**src/rtl/pc_sequencer.sv**
```systemverilog
// pc_sequencer: program-counter stage feeding an external 32-bit 2:1 next-PC mux.
//
// The block holds the PC register and produces both mux data inputs:
// PC_PLUS4 goes to in0 and TARGET goes to in1. It also produces the mux
// select, TAKEN. The mux result comes back on NEXT_PC and is loaded on the
// next rising edge.
//
// A memory stall (BUSYWAIT) freezes the PC. If a redirect is seen while
// stalled, its target is captured and applied when the stall clears. Only
// the first redirect captured during a stall is kept.
//
// Ports:
//   CLK        rising-edge clock
//   RESET      asynchronous active-high reset
//   BUSYWAIT   memory stall; PC holds while high
//   JUMP       unconditional redirect for the current instruction
//   BRANCH     conditional redirect (beq), qualified by ZERO
//   ZERO       ALU zero flag
//   OFFSET     signed word offset of the current instruction
//   NEXT_PC    selected next PC returned from the external mux
//   PC         current PC (registered)
//   PC_PLUS4   PC + 4, drives mux in0
//   TARGET     PC_PLUS4 + sext(OFFSET)*4, drives mux in1
//   TAKEN      mux select; 1 selects TARGET
//   PENDING    a redirect was latched during a stall and is not yet applied
//   state_dbg  raw FSM state (0 = RUN, 1 = HELD)
//
// Handshake: there is no valid/ready pair. BUSYWAIT acts as a stall
// qualifier: the PC advances at an edge only when BUSYWAIT is low at that
// edge, and a redirect is accepted into the latch only at an edge where
// BUSYWAIT is high, TAKEN is high and nothing is pending yet.
module pc_sequencer #(
  parameter int               WIDTH      = 32,
  parameter logic [WIDTH-1:0] RESET_ADDR = '0,
  parameter int               OFF_W      = 8
) (
  input  logic             CLK,
  input  logic             RESET,
  input  logic             BUSYWAIT,
  input  logic             JUMP,
  input  logic             BRANCH,
  input  logic             ZERO,
  input  logic [OFF_W-1:0] OFFSET,
  input  logic [WIDTH-1:0] NEXT_PC,
  output logic [WIDTH-1:0] PC,
  output logic [WIDTH-1:0] PC_PLUS4,
  output logic [WIDTH-1:0] TARGET,
  output logic             TAKEN,
  output logic             PENDING,
  output logic             state_dbg
);

  typedef enum logic {
    RUN  = 1'b0,
    HELD = 1'b1
  } state_t;

  state_t           state, state_nxt;
  logic [WIDTH-1:0] pc_q, pc_nxt;
  logic [WIDTH-1:0] latch_q, latch_nxt;
  logic [WIDTH-1:0] offset_bytes;

  // Sign-extend the word offset and scale it to bytes (two zero LSBs).
  assign offset_bytes = {{(WIDTH-OFF_W-2){OFFSET[OFF_W-1]}}, OFFSET, 2'b00};

  // Datapath: both mux inputs and the select are purely combinational.
  // They wrap modulo 2^WIDTH through plain unsigned addition.
  assign PC_PLUS4 = pc_q + WIDTH'(4);
  assign TARGET   = PC_PLUS4 + offset_bytes;
  // JUMP overrides the branch condition, so ZERO does not matter when JUMP=1.
  assign TAKEN    = JUMP | (BRANCH & ZERO);
  assign PC       = pc_q;

  // State register, PC register and redirect latch.
  always_ff @(posedge CLK or posedge RESET) begin
    if (RESET) begin
      state   <= RUN;
      pc_q    <= RESET_ADDR;
      latch_q <= '0;
    end else begin
      state   <= state_nxt;
      pc_q    <= pc_nxt;
      latch_q <= latch_nxt;
    end
  end

  // Next-state and next-PC logic.
  always_comb begin
    state_nxt = state;
    pc_nxt    = pc_q;
    latch_nxt = latch_q;
    case (state)
      RUN: begin
        if (!BUSYWAIT) begin
          pc_nxt = NEXT_PC;
        end else if (TAKEN) begin
          // Stalled with a redirect: remember where to go once released.
          latch_nxt = TARGET;
          state_nxt = HELD;
        end
      end
      HELD: begin
        // While held, later redirects are ignored. On release, the external
        // mux output is stale, so the captured target is used instead.
        if (!BUSYWAIT) begin
          pc_nxt    = latch_q;
          state_nxt = RUN;
        end
      end
      default: begin
        state_nxt = RUN;
      end
    endcase
  end

  // Moore outputs.
  always_comb begin
    PENDING   = 1'b0;
    state_dbg = 1'b0;
    PENDING   = (state == HELD);
    state_dbg = state;
  end

endmodule
```
**config.mk**
```make
export PLATFORM = sky130hd
export DESIGN_NAME = pc_sequencer
export DESIGN_NICKNAME = d
export VERILOG_FILES = /design/src/rtl/pc_sequencer.sv
export SDC_FILE = /design/constraint.sdc
export NUM_CORES = 1
export LEC_CHECK = 0
export BUFFER_PORTS_ARGS = -buffer_cell sky130_fd_sc_hd__buf_2
export CAP_MARGIN = 20
export CELL_PAD_IN_SITES_DETAIL_PLACEMENT = 0
export CELL_PAD_IN_SITES_GLOBAL_PLACEMENT = 2
export CORE_ASPECT_RATIO = 1.1
export CORE_MARGIN = 3
export CORE_UTILIZATION = 25
export DETAILED_ROUTE_END_ITERATION = 7
export GPL_TIMING_DRIVEN = 0
export PLACE_DENSITY = 0.77
export SYNTH_ARGS = -nofsm -noshare
export SYNTH_HDL_FRONTEND = slang
export SYNTH_SLANG_ARGS = --single-unit
```
**constraint.sdc**
```tcl
create_clock -name CLK -period 9.9 [get_ports CLK]
set_input_delay 2.97 -clock CLK [delete_from_list [all_inputs] [get_ports CLK]]
set_output_delay 2.97 -clock CLK [all_outputs]
set_load 0.05 [all_outputs]
```
# --- Word-level counts from Yosys, hierarchy flattened ---
# Cells that the tools add are included.
classes:
  add_sub_neg: 2
  eq_ne: 2
  muxes: 7
  n_bitwise: 3
  reduce_logical: 2
ops:
  columns: ["cell", "n"]
  rows:
  - ["$mux 32", 2]
  - ["$pmux 32 s2", 1]
  - ["$add 32x3->32 const B", 1]
  - ["$add 32x32->32", 1]
  - ["$ne 2x2->1 const B", 2]
  - ["$mux 1", 3]
  - ["$reduce_and 3->1", 1]
  - ["$pmux 1 s2", 1]
  - ["$reduce_and 2->1", 1]
  - ["$and 1x1->1", 1]
  - ["$not 1->1", 1]
  - ["$or 1x1->1", 1]
word_totals:
  register_bits: 65
  output_inout_bits: 99
  wordCells: 19

# --- Longest topological paths before layout ---
depth:
  ltp_word: 5
  depth_mapped: 15

# --- Worst setup path after synthesis ---
# No wires, ideal clock.
synth_path:
  kind: "input to output"
  startpoint: "input port OFFSET[0]"
  endpoint: "output port TARGET[28]"
  arrival_ps: 5471
  t_required_ps: 6930
  setup_slack_ps: 1459
  cell_stages: 9
  n_path_buf: 0
  path_cell_list: "ha_1 > fa_1 > a211oi_2 > o21a_1 > o21ai_2 > a221o_1 > a31oi_1 > o21bai_1 > xor2_1"
synth_between:
  elab_chain_cells: 1
synth_rtl:
  columns: ["element", "line", "text"]
  rows:
  - ["from (decl)", "43", "input logic [OFF_W-1:0] OFFSET,"]
  - ["$add 32x32->32", "69", "assign TARGET = PC_PLUS4 + offset_bytes;"]
  - ["to (decl)", "47", "output logic [WIDTH-1:0] TARGET,"]
# No other way between the ends.

# --- Final worst setup path ---
layout_path:
  startpoint: "input port OFFSET[7]"
  endpoint: "output port TARGET[30]"
# The elaborated chain is that of the path after synthesis.

==> impl_results.md <==
* Post-layout minimum cycle time at 8830 ps
* Post-Route Setup TNS at 0 ps
* Worst setup SP type: primary input
* 1st-iter DRT viols at 268
* Adder-cell share of the synthesized area at 0.0852
* Post-synth top area share at 0.320
* Pre-CTS setup slack at 1030 ps
* WP buf/inv at 3
* Slew margin rel. at 0.365
* DRT Pass-1 Iters at 4
* CP Data Required Time at 6930 ps
* Post-synthesis compound-gate area fraction at 0.168
* Most frequent cells in the layout: buf_2, nand2_1, dfrtp_1
* Worst hold path class: reg2reg
* Measured slew at the worst slew-check pin at 953 ps
* IO buf count at 144
* Worst Path Arrival at 5860 ps
* Post-Synth XOR/XNOR Area at 0.0966
* CP top delay family: compound AO/OA/AOI/OAI gates
* RSZ-0062 raised after global routing: no
* Post-synthesis register bit count at 65
* Hold Crit Start: latch_q[10]
* Register-to-Register Path Depth at 14
* Initial antenna violation count at 1
* Die boundary width at 142 um
* Area contributors post-synth: dfrtp_1, nand2_1, ha_1, mux2i_1, xnor2_1
* CTS root buf: clkbuf_16
* Post-synthesis sequential area ratio at 0.320
* Crit. End Element: output pin
* Global-route wire length before repair at 28,300 um
* Crit path from: OFFSET[7]
* Final ANT Viol Nets at 0
* Highest clock rate at 113 MHz
* Ys flop type: dfrtp_1
* Commonest non-fill, non-tap cell in the layout: buf_2
* Share of cells above drive strength 1 at 0.254
* Antenna cells at 0
* Final cycle utilization of the critical path at 0.892
* CTS tree: built
* Crit-path max cell delay at 490 ps
* Peak supply drop at 0.000146 V
* Routed wire length at 18,600 um
* Total global-route track usage at 0.167
* Distinct cells, synth at 58
* Avg Cell Area, Syn at 8.54 um2
* Final Max Slew Viols at 0
* Skew final at 13.0 ps
* Outcome: completed
* Simple logic cell fraction of the synthesized area at 0.201
* Clock Tree Buf Depth at 2
* Starting Density at 0.256
* Warnings from Yosys at 0
* Cts hold-fix bufs at 0
* Finished Core Util at 0.326
* DRC viols at 0
* Layout area overhead at 27.5%
* Die area at 22,100 um2
* Hold EP: latch_q[10]
* Clock latency on the worst-skew pair at 340 ps
* Critical-path top delay cell: buf_2
* Synthesized area at 5080 um2
* Final setup viols at 0
* Reg clk slew, reported paths at 50 ps
* Post-Place Cells at 993
* Vias per cell at 4.79
* HPWL Detailed at 14,500 um
* Layout Cells excl Fill at 1,008
* WL/cell at 18.4 um
* GRT overflow at 0
* R2r endpoint: latch_q[29]
* Min-Delay Path Depth at 2
* Die Ht at 155 um
* Async set or reset register ratio after synthesis at 1.00
* Largest family of logic cells by synthesized area: simple AND/OR/NAND/NOR gates
* Post-synth EDFFs at 0
* Crit-path max FO at 25
* Worst flop-to-flop path startpoint: PC[12]
* Vias in the first global route at 4,878
* Fin worst setup slack at 1070 ps
* Core Region at 19,900 um2
* Postcts setup bufs at 0
* CP Class: in2out
* Synthesized Nets at 675
* Clock sink total at 65
* Cells after Synth at 595
* CTS buffer count at 9
* Ports at 145
* Multiplexer area fraction after synthesis at 0.0934
* Number of nets in the layout at 832
* Vias at 4,827
* Rows at 54
* Hold Fails Final Rpt at 0
* Cell count along the critical path at 11
* Gpl congestion at 0.823
* H-tree depth at 3
* Max cap viols at 0
* Resized Gates After CTS at 0
* Largest net degree at the start of global routing at 39
* Most frequent CP cell: buf_2
* Crit-path cells: buf_2 > ha_1 > buf_2 > a211oi_2 > o21bai_1 > a211oi_2 > o31ai_2 > a21o_1 > a31oi_1 > xnor2_1 > buf_2
* Power density over cell area at 294 nW/um2
* Leading area contributor after synthesis: dfrtp_1
* Leakage at 3.11 nW
* Worst R2R Setup Slack at 5760 ps
[kinds of logic (layout without fill, tap and decap cells)]
logic type | after synthesis | count (layout)
AOI/OAI and AO/OA | 132 | 132
xor gates and xnor gates | 56 | 56
adders and majority gates | 34 | 34
buffers and inverters | 41 | 202
DFF | 65 | 65
muxes | 46 | 46
and+or+nand+nor | 221 | 221
[how the worst max path moves through the flow]
| stage | endpoint | slack (ps) |
|---|---|---|
| 2_1_floorplan | TARGET[28] | 1460 |
| 3_3_place_gp | TARGET[30] | 1030 |
| 3_5_place_dp | TARGET[30] | 1030 |
| 4_1_cts | TARGET[30] | 1040 |
| 5_1_grt | TARGET[30] | 840 |
| 6_report | TARGET[30] | 1070 |
[synthesized netlist by cell type, drive strengths merged (2+ instances only)]
cell      n
a211oi    5
nor3b     3
nand2   117
a21oi    31
nor3      7
inv       7
nor2     29
and2      3
nand3b    3
dfrtp    65
and4      5
o21ai    49
and3     10
o211ai    3
a31oi     4
nand4     9
nand4b    2
xnor2    36
clkbuf   23
xor2     20
mux2i    35
mux2     11
nand3    22
ha       33
nand2b    5
a21o     12
o31ai     3
o21a      5
and3b     2
o21bai    6
buf      11
o311ai    4
[power breakdown]
part	total, W	leakage, nW	internal [W]	switching [W]
sequential	0.000424	0.795	0.000350	0.0000742
combinational	0.00112	2.15	0.000299	0.000821
clock	0.000361	0.162	0.000240	0.000121
total	0.00191	3.11	0.000889	0.00102
[flip-flops by register name, summed over array words and instances (netlist names)]
register and count:
PC 32, PENDING 1, latch_q 32
[worst min-delay path, cell delays in order (launching register included)]
cell     delay (ps)
dfrtp_1         340
nand2_1          50
nand2_1          50
[layout make-up]
class                      count  area (um2)
buffer                        34         153
clock buffer                  13         270
clock inverter                 2        60.1
fill                        2199       13400
inverter                       7        28.8
multi-input combinational    489        3270
sequential                    65        1630
tap                          252         315
timing repair buffer         146         748
[through the flow]
step | hold slack, ps | total power [W] | cell area, um2
2_1_floorplan | 446 | 0.00127 | 5080
3_3_place_gp | 457 | 0.00155 | 6110
3_5_place_dp | 462 | 0.00156 | 6140
4_1_cts | 477 | 0.00192 | 6470
5_1_grt | 487 | 0.00202 | 6470
6_report | 470 | 0.00191 | 6470
[metal layers]
metal | vias to the layer above | wire [um] | global-route usage
met5 | - | 9 | 0
li1 | 2416 | - | -
met4 | 2 | 108 | 0.0379
met2 | 117 | 9180 | 0.286
met1 | 2281 | 8310 | 0.212
met3 | 11 | 964 | 0.0430
Note: power is estimated with default switching activity, not from simulation.
